===== src/rtl/shift_pkg.sv =====
// Shared definitions for the multi-mode shift register.
// Holds the operation-mode encodings and the shift-counter state encoding.
package shift_pkg;

    // Operation select values for i_mode
    localparam logic [1:0] MODE_HOLD = 2'b00;
    localparam logic [1:0] MODE_LOAD = 2'b01;
    localparam logic [1:0] MODE_SHL  = 2'b10;
    localparam logic [1:0] MODE_SHR  = 2'b11;

    // Shift-counter state: IDLE is disarmed, ARMED counts shifts since a load
    typedef enum logic {
        IDLE  = 1'b0,
        ARMED = 1'b1
    } cnt_state_t;

endpackage


===== src/rtl/shift_counter.sv =====
// Shift counter for the multi-mode shift register.
// A load arms the counter with count 0. Each enabled shift while armed
// increments the count. The shift that reaches WIDTH pulses o_done for one
// cycle and disarms the counter. Only instantiated when SHIFT_CNT_EN is defined.
module shift_counter
    import shift_pkg::*;
#(
    parameter int WIDTH = 8
) (
    input  logic i_clk,
    input  logic i_rst,
    input  logic i_en,
    input  logic i_load,
    input  logic i_shift,
    output logic o_done
);

    localparam int              CW   = $clog2(WIDTH + 1);
    localparam logic [CW-1:0]   LAST = CW'(WIDTH - 1);

    cnt_state_t    r_state;
    logic [CW-1:0] r_cnt;
    logic          r_done;

    // Arm on load, count enabled shifts while armed, pulse done on the WIDTH-th shift
    always_ff @(posedge i_clk or posedge i_rst) begin
        if (i_rst) begin
            r_state <= IDLE;
            r_cnt   <= '0;
            r_done  <= 1'b0;
        end else begin
            // done is a single-cycle pulse and clears regardless of i_en
            r_done <= 1'b0;
            if (i_en) begin
                if (i_load) begin
                    r_state <= ARMED;
                    r_cnt   <= '0;
                end else if (i_shift && (r_state == ARMED)) begin
                    if (r_cnt == LAST) begin
                        r_done  <= 1'b1;
                        r_state <= IDLE;
                        r_cnt   <= '0;
                    end else begin
                        r_cnt <= r_cnt + 1'b1;
                    end
                end
            end
        end
    end

    assign o_done = r_done;

endmodule


===== src/rtl/multimode_shift_reg.sv =====
// WIDTH-bit register with hold, parallel load, shift left/right and rotate.
// o_sout holds the bit that left the register on the most recent shift.
// Optional feature macro SHIFT_CNT_EN: when defined, a shift counter flags
// completion of WIDTH shifts since the last load on o_done; otherwise o_done is 0.
module multimode_shift_reg
    import shift_pkg::*;
#(
    parameter int               WIDTH     = 8,
    parameter logic [WIDTH-1:0] RESET_VAL = {WIDTH{1'b0}}
) (
    input  logic             i_clk,
    input  logic             i_rst,
    input  logic             i_en,
    input  logic [1:0]       i_mode,
    input  logic             i_rotate,
    input  logic             i_sin,
    input  logic [WIDTH-1:0] i_pdata,
    output logic [WIDTH-1:0] o_pdata,
    output logic             o_sout,
    output logic             o_done
);

    logic [WIDTH-1:0] r_data;
    logic             r_sout;
    logic             w_in_left;
    logic             w_in_right;

    // Bit entering on a shift: the departing bit when rotating, else serial input
    assign w_in_left  = i_rotate ? r_data[WIDTH-1] : i_sin;
    assign w_in_right = i_rotate ? r_data[0]       : i_sin;

    // Register update; i_en low freezes both the word and the shifted-out bit
    always_ff @(posedge i_clk or posedge i_rst) begin
        if (i_rst) begin
            r_data <= RESET_VAL;
            r_sout <= 1'b0;
        end else if (i_en) begin
            case (i_mode)
                MODE_LOAD: begin
                    r_data <= i_pdata;
                end
                MODE_SHL: begin
                    r_data <= {r_data[WIDTH-2:0], w_in_left};
                    r_sout <= r_data[WIDTH-1];
                end
                MODE_SHR: begin
                    r_data <= {w_in_right, r_data[WIDTH-1:1]};
                    r_sout <= r_data[0];
                end
                default: begin
                    r_data <= r_data;
                end
            endcase
        end
    end

    assign o_pdata = r_data;
    assign o_sout  = r_sout;

`ifdef SHIFT_CNT_EN
    logic w_load;
    logic w_shift;

    // Shift modes both have the upper mode bit set
    assign w_load  = (i_mode == MODE_LOAD);
    assign w_shift = i_mode[1];

    shift_counter #(
        .WIDTH (WIDTH)
    ) u_shift_counter (
        .i_clk   (i_clk),
        .i_rst   (i_rst),
        .i_en    (i_en),
        .i_load  (w_load),
        .i_shift (w_shift),
        .o_done  (o_done)
    );
`else
    assign o_done = 1'b0;
`endif

endmodule


===== config.mk =====
export PLATFORM = sky130hd
export DESIGN_NAME = multimode_shift_reg
export DESIGN_NICKNAME = d
export VERILOG_FILES = /design/src/rtl/shift_pkg.sv /design/src/rtl/shift_counter.sv /design/src/rtl/multimode_shift_reg.sv
export SDC_FILE = /design/constraint.sdc
export NUM_CORES = 1
export LEC_CHECK = 0
export BUFFER_PORTS_ARGS = -buffer_cell sky130_fd_sc_hd__buf_2
export CAP_MARGIN = 0
export CORE_MARGIN = 8
export CORE_UTILIZATION = 45
export DETAILED_ROUTE_END_ITERATION = 10
export PLACE_DENSITY_LB_ADDON = 0.15
export SLEW_MARGIN = 20
export SYNTH_ARGS = -nofsm -noshare
export SYNTH_HDL_FRONTEND = slang
export SYNTH_SLANG_ARGS = --single-unit

===== constraint.sdc =====
create_clock -name i_clk -period 1.2 [get_ports i_clk]
set_input_delay 0.06 -clock i_clk [delete_from_list [all_inputs] [get_ports i_clk]]
set_output_delay 0.06 -clock i_clk [all_outputs]
set_load 0.005 [all_outputs]

==> metrics.csv, run 1 <==
metric;value;unit
CTS H-Tree Depth;1;
final hold vios;0;
Final #Nets;101;
Comb pwr share;28.9;%
Critical Path RT;1.36;ns
PwrDens;1260;nW/um^2
DP Wirelength;1150;um
dpl ws;0.129;ns
grt total ovfl;0;
Seq/Total Area, Yosys;37.7;%
diodes inserted;0;
Longest Clk Path Bufs;2;
Final Util;58.2;%
GR Util All Layers;11.6;%
peak supply drop;0.679;mV
Yosys cell types;25;
Slew Limit Fails;0;
Worst-path clk slew;0.06;ns
CTS root buf;clkbuf_4;
initial drt markers;13;
Sw Pwr;295;uW
# DRC;0;
Worst-Skew Late Latency;0.26;ns
post-synthesis compound-gate area fraction;24.9;%
CTS tree;done;
synthesized flop and latch total;9;
Hold/Removal Path Class;in2reg;
Critical Setup Path Class;reg2reg;
setup TNS;0;ns
Clock Skew;0.00163;ns
share of cells above drive strength 1;36.5;%
post-synthesis instance area;597;sq um
minimum clock period;1.01;ns
final instance area;738;sq um
Clk network pwr share;25.8;%
clk sinks;9;
most frequent cells in the layout;buf_2 (23), dfrtp_1 (9), mux2i_1 (6);
Synth Area in Simple Gates;13.6;%
placed cell area;702;sq um
area leader, netlist;dfrtp_1;
cell leakage power;0.361;nW
DIE AREA;2750;sq um
Setup violations, final;0;
total CTS buffers;3;
global-route wire length before repair;2470;um
Tcrit/Tclk final;83.8;%
area growth from synthesis to layout;23.7;%
fill count;123;
Yosys warning total;0;
routed len/inst;15.0;um
worst-path fanout max;5;
Cells after Synth;61;
Sw Ratio;31.8;%
largest net degree at the start of global routing;22;
total wire length;1500;um
Critical Path End Type;flip-flop;
adder-cell share of the synthesized area;0;%
Die H;52.4;um
main combinational cell family by area after synthesis;compound AO/OA/AOI/OAI gates;
antenna violations before repair;0;
top cells by area, synth;dfrtp_1 (38%), mux2i_1 (10%), a22o_1 (5.9%), o2bb2ai_1 (5.9%), mux2_2 (5.7%);
CP Launch Type;flip-flop;
FP Rows;13;
number of vias per cell;5.59;
via count;559;
Mapped Avg Cell Area;9.78;sq um
initial core utilization;47.0;%
status;complete, no violations;
vias in the first global route;544;
unrepaired setup endpoints after global routing;no;
Synth Net Count;76;
I/O Buffers;23;
commonest non-fill, non-tap cell in the layout;buf_2;
P_int;633;uW
area share of the largest cell type after synthesis;37.7;%
Post-Synth XOR/XNOR Area;0;%
die width;52.4;um
final worst slack;0.195;ns
max-cap viol count;0;
GP Congestion;0.732;
Ports;25;
CP arrival;1.17;ns
sequential power share;45.3;%
mux contribution to synthesized area;15.7;%
First-pass DRT Iterations;4;
Fmax;0.995;GHz
Final ANT Viol Nets;0;
Core Area;1270;sq um
## logic make-up (layout without fill, tap and decap cells)
group / count (synthesis) / after routing
AO/OA/AOI/OAI: 21 / 21
buffers and inverters: 8 / 32
flip-flops: 9 / 9
multiplexers: 9 / 9
other: 1 / 1
AND/OR/NAND/NOR: 13 / 13
## Yosys cell counts (all sizes together)
master,count
nand3,1
nand3b,3
nor3,1
a2bb2oi,1
and2b,1
o22ai,3
a21oi,3
dfrtp,9
o21ai,4
nand2,3
a22o,4
conb,1
mux2i,6
o211ai,1
or2,1
mux2,3
buf,4
inv,4
nor2b,2
nor2,1
a311oi,1
o2bb2ai,4
## path summary, 6_finish.rpt
kind	startpoint	end	slack (ns)	cells past startpoint
setup / recovery	o_pdata[0]	o_pdata[7]	0.19	3
min in group asynchronous	i_rst	o_pdata[1]	0.31	3
hold reg to reg	o_sout	o_sout	0.48	2
hold / removal	i_pdata[6]	o_pdata[6]	0.12	3
setup reg to reg	o_pdata[0]	o_pdata[7]	0.19	3
max in group asynchronous	i_rst	o_pdata[5]	0.62	3
## layer usage
metal,track usage (%),wire (um),vias to the layer above
met3,4.26,97,0
li1,-,-,276
met4,3.88,0,0
met1,14.5,635,266
met2,18.0,766,17
met5,0,0,-
## critical path, cell delays in order, from the launching register on
cell and delay (ns):
dfrtp_1 0.42, mux2_2 0.18, nand2_1 0.05, a311oi_1 0.26
## state kept, by name, summed over array words and instances (netlist names)
| name | count |
|---|---|
| o_sout | 1 |
| o_pdata | 8 |
## final cells by class
cell class	instances	area [sq um]	share of cell area, %
inverters	4	15.0	2.03
flip-flops and latches	9	225	30.5
multi-input cells	44	328	44.4
well taps	15	18.8	2.54
repair buffers	24	125	16.9
clock buffers	4	26.3	3.56
## power groups by stage
stage / Sequential (mW) / Combinational (mW) / Clock, mW
after floorplan: 0.416 / 0.163 / 0
after global routing: 0.431 / 0.302 / 0.258
after detailed placement: 0.425 / 0.270 / 0
final: 0.420 / 0.268 / 0.240
after global placement: 0.424 / 0.264 / 0
after CTS: 0.421 / 0.273 / 0.250
## stage by stage
step / hold slack [ns] / cells / power (mW)
6_report: 0.119 / 100 / 0.928
5_1_grt: 0.130 / 100 / 0.991
4_1_cts: 0.114 / 100 / 0.944
3_5_place_dp: 0.0503 / 95 / 0.695
3_3_place_gp: 0.0380 / 95 / 0.688
2_1_floorplan: -0.112 / 61 / 0.579
## timing repair
item / CTS / global route
hold buffers: 1 / 0
gates resized for setup: 0 / 0
buffers inserted: 0 / 0
endpoints found under the hold margin: 9 / 0
endpoints found under the setup margin: 0 / 0
Power figures use the tool's default switching activity.
==> run 2: changes to the inputs <==
Clock period 1.2 ns to 1 ns, I/O delays scaled along.
==> metrics.csv, run 2 (synthesized netlist as in run 1, its figures left out) <==
metric;value;unit;change
global-route wire length before repair;2510;um;+1.7%
Tcrit/Tclk final;98.1;%;+14 points
final instance area;793;sq um;+7.5%
Longest Clk Path Bufs;2;;unchanged
CP Launch Type;flip-flop;;
DP Wirelength;1210;um;+4.9%
minimum clock period;0.981;ns;-0.0241 ns
PwrDens;1470;nW/um^2;+17%
Worst R2R Path Depth;3;;unchanged
CTS root buf;clkbuf_4;;
unrepaired setup endpoints after global routing;yes;;
area growth from synthesis to layout;32.9;%;
commonest non-fill, non-tap cell in the layout;buf_2;;
WHS Path Cells;2;;-1
Setup violations, final;0;;unchanged
GR Util All Layers;12.0;%;+0.41 points
total wire length;1630;um;+8.7%
final hold vios;0;;unchanged
First-pass DRT Iterations;4;;unchanged
share of cells above drive strength 1;44.4;%;+8.0 points
final hold slack;0.0846;ns;-0.0341 ns
Critical Path RT;1.13;ns;-0.23 ns
Critical Setup Path Class;reg2reg;;
placed cell area;724;sq um;+3.2%
Placed Instances;98;;+3.2%
DIE AREA;2750;sq um;unchanged
Final Util;62.5;%;+4.3 points
reg2reg end;o_pdata[7];;
FP Rows;13;;unchanged
I/O Buffers;23;;unchanged
R2R setup slack;0.02;ns;-0.18 ns
Critical Path End Type;flip-flop;;
initial drt markers;5;;-8
antenna violations before repair;0;;unchanged
Hold/Removal Path Class;in2reg;;
Core Area;1270;sq um;unchanged
cell leakage power;0.388;nW;+7.4%
Slew Limit Fails;0;;unchanged
vias in the first global route;574;;+5.5%
largest net degree at the start of global routing;18;;-18%
Worst-Skew Late Latency;0.26;ns;about the same
slowest CP cell;dfrtp_2;;
die width;52.4;um;unchanged
critical hold path startpoint;i_en;;
crit-path cells;or2_1 > a21oi_2 > a311oi_1;;
Die H;52.4;um;unchanged
diodes inserted;0;;unchanged
status;complete, no violations;;
most frequent cells in the layout;buf_2 (23), dfrtp_1 (8), mux2i_1 (6);;
Worst path depth;3;;unchanged
Final ANT Viol Nets;0;;unchanged
total CTS buffers;3;;unchanged
initial core utilization;47.0;%;unchanged
CP bufs+invs;0;;unchanged
hold endpoint;o_pdata[7];;
clk sinks;9;;unchanged
grt total ovfl;0;;unchanged
worst-path fanout max;6;;+1
max reg flops;8;;unchanged
final cell count without fillers;105;;+5.0%
final worst slack;0.0190;ns;-0.176 ns
Clock Skew;0.00485;ns;+0.00322 ns
routed len/inst;15.5;um;+3.6%
CTS H-Tree Depth;1;;unchanged
Fmax;1.02;GHz;+2.5%
Final #Nets;106;;+5.0%
Worst-path clk slew;0.06;ns;about the same
max-cap viol count;0;;unchanged
number of vias per cell;5.43;;-2.9%
CP max stage delay;0.44;ns;+0.02 ns
dpl ws;0.00417;ns;-0.125 ns
CP arrival;1.11;ns;-0.06 ns
via count;570;;+2.0%
r2r startpoint;o_pdata[7];;
peak supply drop;0.839;mV;+24%
GP Congestion;0.789;;+7.8%
CTS tree;done;;
CP top delay family;flip-flops;;
# DRC;0;;unchanged
Ports;25;;unchanged
-- run 2: changes by cell type in the layout (fill, tap and decap cells not counted), sizes merged --
cell and delta:
buf +5
-- run 2: how the worst max path moves through the flow --
stage | startpoint | endpoint | slack [ns]
finish | o_pdata[7] | o_pdata[7] | 0.02
global route | o_pdata[6] | o_pdata[7] | -0.06
CTS | o_pdata[7] | o_pdata[6] | 0.001
detailed placement | i_mode[0] | o_pdata[5] | 0.004
global placement | i_mode[0] | o_pdata[5] | 0.03
floorplan | o_pdata[5] | o_pdata[4] | 0.07
-- run 2: routing by layer --
| layer | share of wire [%] | GRT usage [%] | vias up |
|---|---|---|---|
| li1 | - | - | 287 |
| met1 | 44 | 14.2 | 269 |
| met2 | 50 | 19.0 | 12 |
| met3 | 5.9 | 3.69 | 2 |
| met4 | 0.49 | 6.47 | 0 |
| met5 | 0 | 0 | - |
-- run 2: cell type report --
cell class	instances	area (sq um)
clock buffers	4	26.3
repair buffers	29	163
fillers	123	475
well taps	15	18.8
flip-flops and latches	9	226
multi-input cells	44	344
inverters	4	15.0
-- run 2: stage by stage --
stage,total power [mW],setup TNS (ns)
after floorplan,0.695,0
after global placement,0.842,0
after detailed placement,0.850,0
after CTS,1.14,0
after global routing,1.24,-0.163
final,1.17,0
-- run 2: report_power, final --
group | internal (mW) | switching, mW
logic | 0.214 | 0.164
clock network | 0.154 | 0.132
registers | 0.431 | 0.0743
-- run 2: repair_timing --
| item | CTS | global route |
|---|---|---|
| hold endpoints to repair | 9 | 0 |
| hold buffers | 1 | 0 |
| cloned | 0 | 0 |
| buffers inserted | 0 | 3 |
| endpoints found under the setup margin | 1 | 7 |
| resized for setup | 0 | 4 |
| pin swaps | 0 | 3 |
==> run 3: changes to the inputs <==
Settings changed: CORE_UTILIZATION 45 to 34.
==> metrics.csv, run 3 (synthesized netlist as in run 1, its figures left out) <==
metric;value;unit;change
status;complete, no violations;;
Clock Skew;0.00698;ns;+0.00212 ns
Die H;57.9;um;+10%
Longest Clk Path Bufs;2;;unchanged
Core Area;1690;sq um;+33%
FP Rows;15;;+2
Sw Pwr;386;uW;+4.3%
setup TNS;0;ns;unchanged
share of cells above drive strength 1;47.3;%;+2.9 points
sequential power share;40.9;%;-2.3 points
Critical Setup Path Class;reg2reg;;
DIE AREA;3350;sq um;+22%
die width;57.9;um;+10%
Final #Nets;109;;+2.8%
cell leakage power;0.411;nW;+5.9%
CTS root buf;clkbuf_4;;
GP Congestion;0.720;;-8.8%
Tcrit/Tclk final;97.8;%;-0.34 points
PwrDens;1450;nW/um^2;-1.4%
Slew Limit Fails;0;;unchanged
Worst R2R Path Depth;3;;unchanged
vias in the first global route;566;;-1.4%
Comb pwr share;35.1;%;+2.8 points
CTS H-Tree Depth;1;;unchanged
most frequent cells in the layout;buf_2 (23), dfrtp_1 (9), mux2i_1 (6), buf_4 (6);;
P_int;830;uW;+3.9%
# DRC;0;;unchanged
I/O Buffers;23;;unchanged
Clk network pwr share;24.0;%;-0.5 points
worst-path fanout max;5;;-1
Ports;25;;unchanged
Setup violations, final;0;;unchanged
hold endpoint;o_pdata[1];;
Sw Ratio;31.7;%;+0.079 points
GR Util All Layers;10.6;%;-1.5 points
initial drt markers;7;;+2
Final ANT Viol Nets;0;;unchanged
routed len/inst;15.5;um;-0.27%
First-pass DRT Iterations;4;;unchanged
clk sinks;9;;unchanged
Fmax;1.02;GHz;+0.35%
via count;578;;+1.4%
total wire length;1700;um;+4.5%
R2R setup slack;0.02;ns;about the same
area growth from synthesis to layout;40.3;%;
r2r startpoint;o_pdata[0];;
initial core utilization;35.3;%;-12 points
Critical Path RT;1.14;ns;about the same
Hold/Removal Path Class;in2reg;;
CP Launch Type;flip-flop;;
total CTS buffers;3;;unchanged
CTS tree;done;;
commonest non-fill, non-tap cell in the layout;buf_2;;
DP Wirelength;1300;um;+7.9%
reg2reg end;o_pdata[7];;
WHS Path Cells;3;;+1
max-cap viol count;0;;unchanged
minimum clock period;0.978;ns;-0.00343 ns
number of vias per cell;5.25;;-3.2%
antenna violations before repair;0;;unchanged
largest net degree at the start of global routing;17;;-1
critical hold path startpoint;i_pdata[1];;
Worst-path clk slew;0.06;ns;about the same
grt total ovfl;0;;unchanged
unrepaired setup endpoints after global routing;yes;;
Worst-Skew Late Latency;0.27;ns;about the same
final hold vios;0;;unchanged
Final Util;49.6;%;-13 points
CP arrival;1.12;ns;about the same
max reg flops;8;;unchanged
global-route wire length before repair;2640;um;+4.9%
Critical Path End Type;flip-flop;;
diodes inserted;0;;unchanged
peak supply drop;0.662;mV;-21%
## run 3: power groups by stage
stage | Sequential (mW) | Clock, mW | Combinational [mW]
final | 0.497 | 0.292 | 0.426
after global routing | 0.506 | 0.326 | 0.467
after CTS | 0.497 | 0.304 | 0.382
after detailed placement | 0.502 | 0 | 0.388
after global placement | 0.500 | 0 | 0.382
after floorplan | 0.499 | 0 | 0.196
## run 3: worst max-delay path by stage
stage	from	end	slack [ns]	cells past startpoint
after global placement	i_mode[0]	o_pdata[4]	0.03	4
after CTS	o_pdata[0]	o_pdata[7]	0.003	3
after detailed placement	i_mode[0]	o_pdata[5]	0.0009	4
after floorplan	o_pdata[5]	o_pdata[4]	0.07	3
final	o_pdata[0]	o_pdata[7]	0.02	3
after global routing	o_pdata[7]	o_pdata[7]	-0.03	3
## run 3: critical path: stages (launching register included)
cell,delay (ns)
dfrtp_1,0.42
mux2_4,0.28
nand2_2,0.07
a311oi_2,0.08
## run 3: through the flow
| stage | hold slack [ns] | worst slack [ns] | total power, mW | instances | instance area, sq um |
|---|---|---|---|---|---|
| final | 0.103 | 0.0225 | 1.22 | 110 | 837 |
| after global routing | 0.101 | -0.0323 | 1.30 | 110 | 837 |
| after CTS | 0.0928 | 0.00296 | 1.18 | 109 | 793 |
| after detailed placement | 0.0445 | 0.000887 | 0.889 | 105 | 764 |
| after global placement | 0.0502 | 0.0262 | 0.882 | 105 | 764 |
| after floorplan | -0.122 | 0.0716 | 0.695 | 61 | 597 |
## run 3: repair_timing
item / CTS / global route
hold buffers: 1 / 0
setup buffers: 0 / 1
gates resized for setup: 0 / 8
pin swaps: 0 / 3
endpoints found under the setup margin: 1 / 6
endpoints found under the hold margin: 9 / 0
## run 3: area by class of cell
type	instances	area, sq um
clock buffer	4	26.3
fill	186	852
inverter	4	15.0
multi-input combinational	44	357
sequential	9	225
tap	17	21.3
timing repair buffer	32	193
## run 3: metal layers
layer,vias to the layer above,routed length [um],global-route usage [%]
li1,288,-,-
met1,267,807,12.2
met2,18,731,15.1
met3,5,132,6.18
met4,0,31,5.24
met5,-,0,0
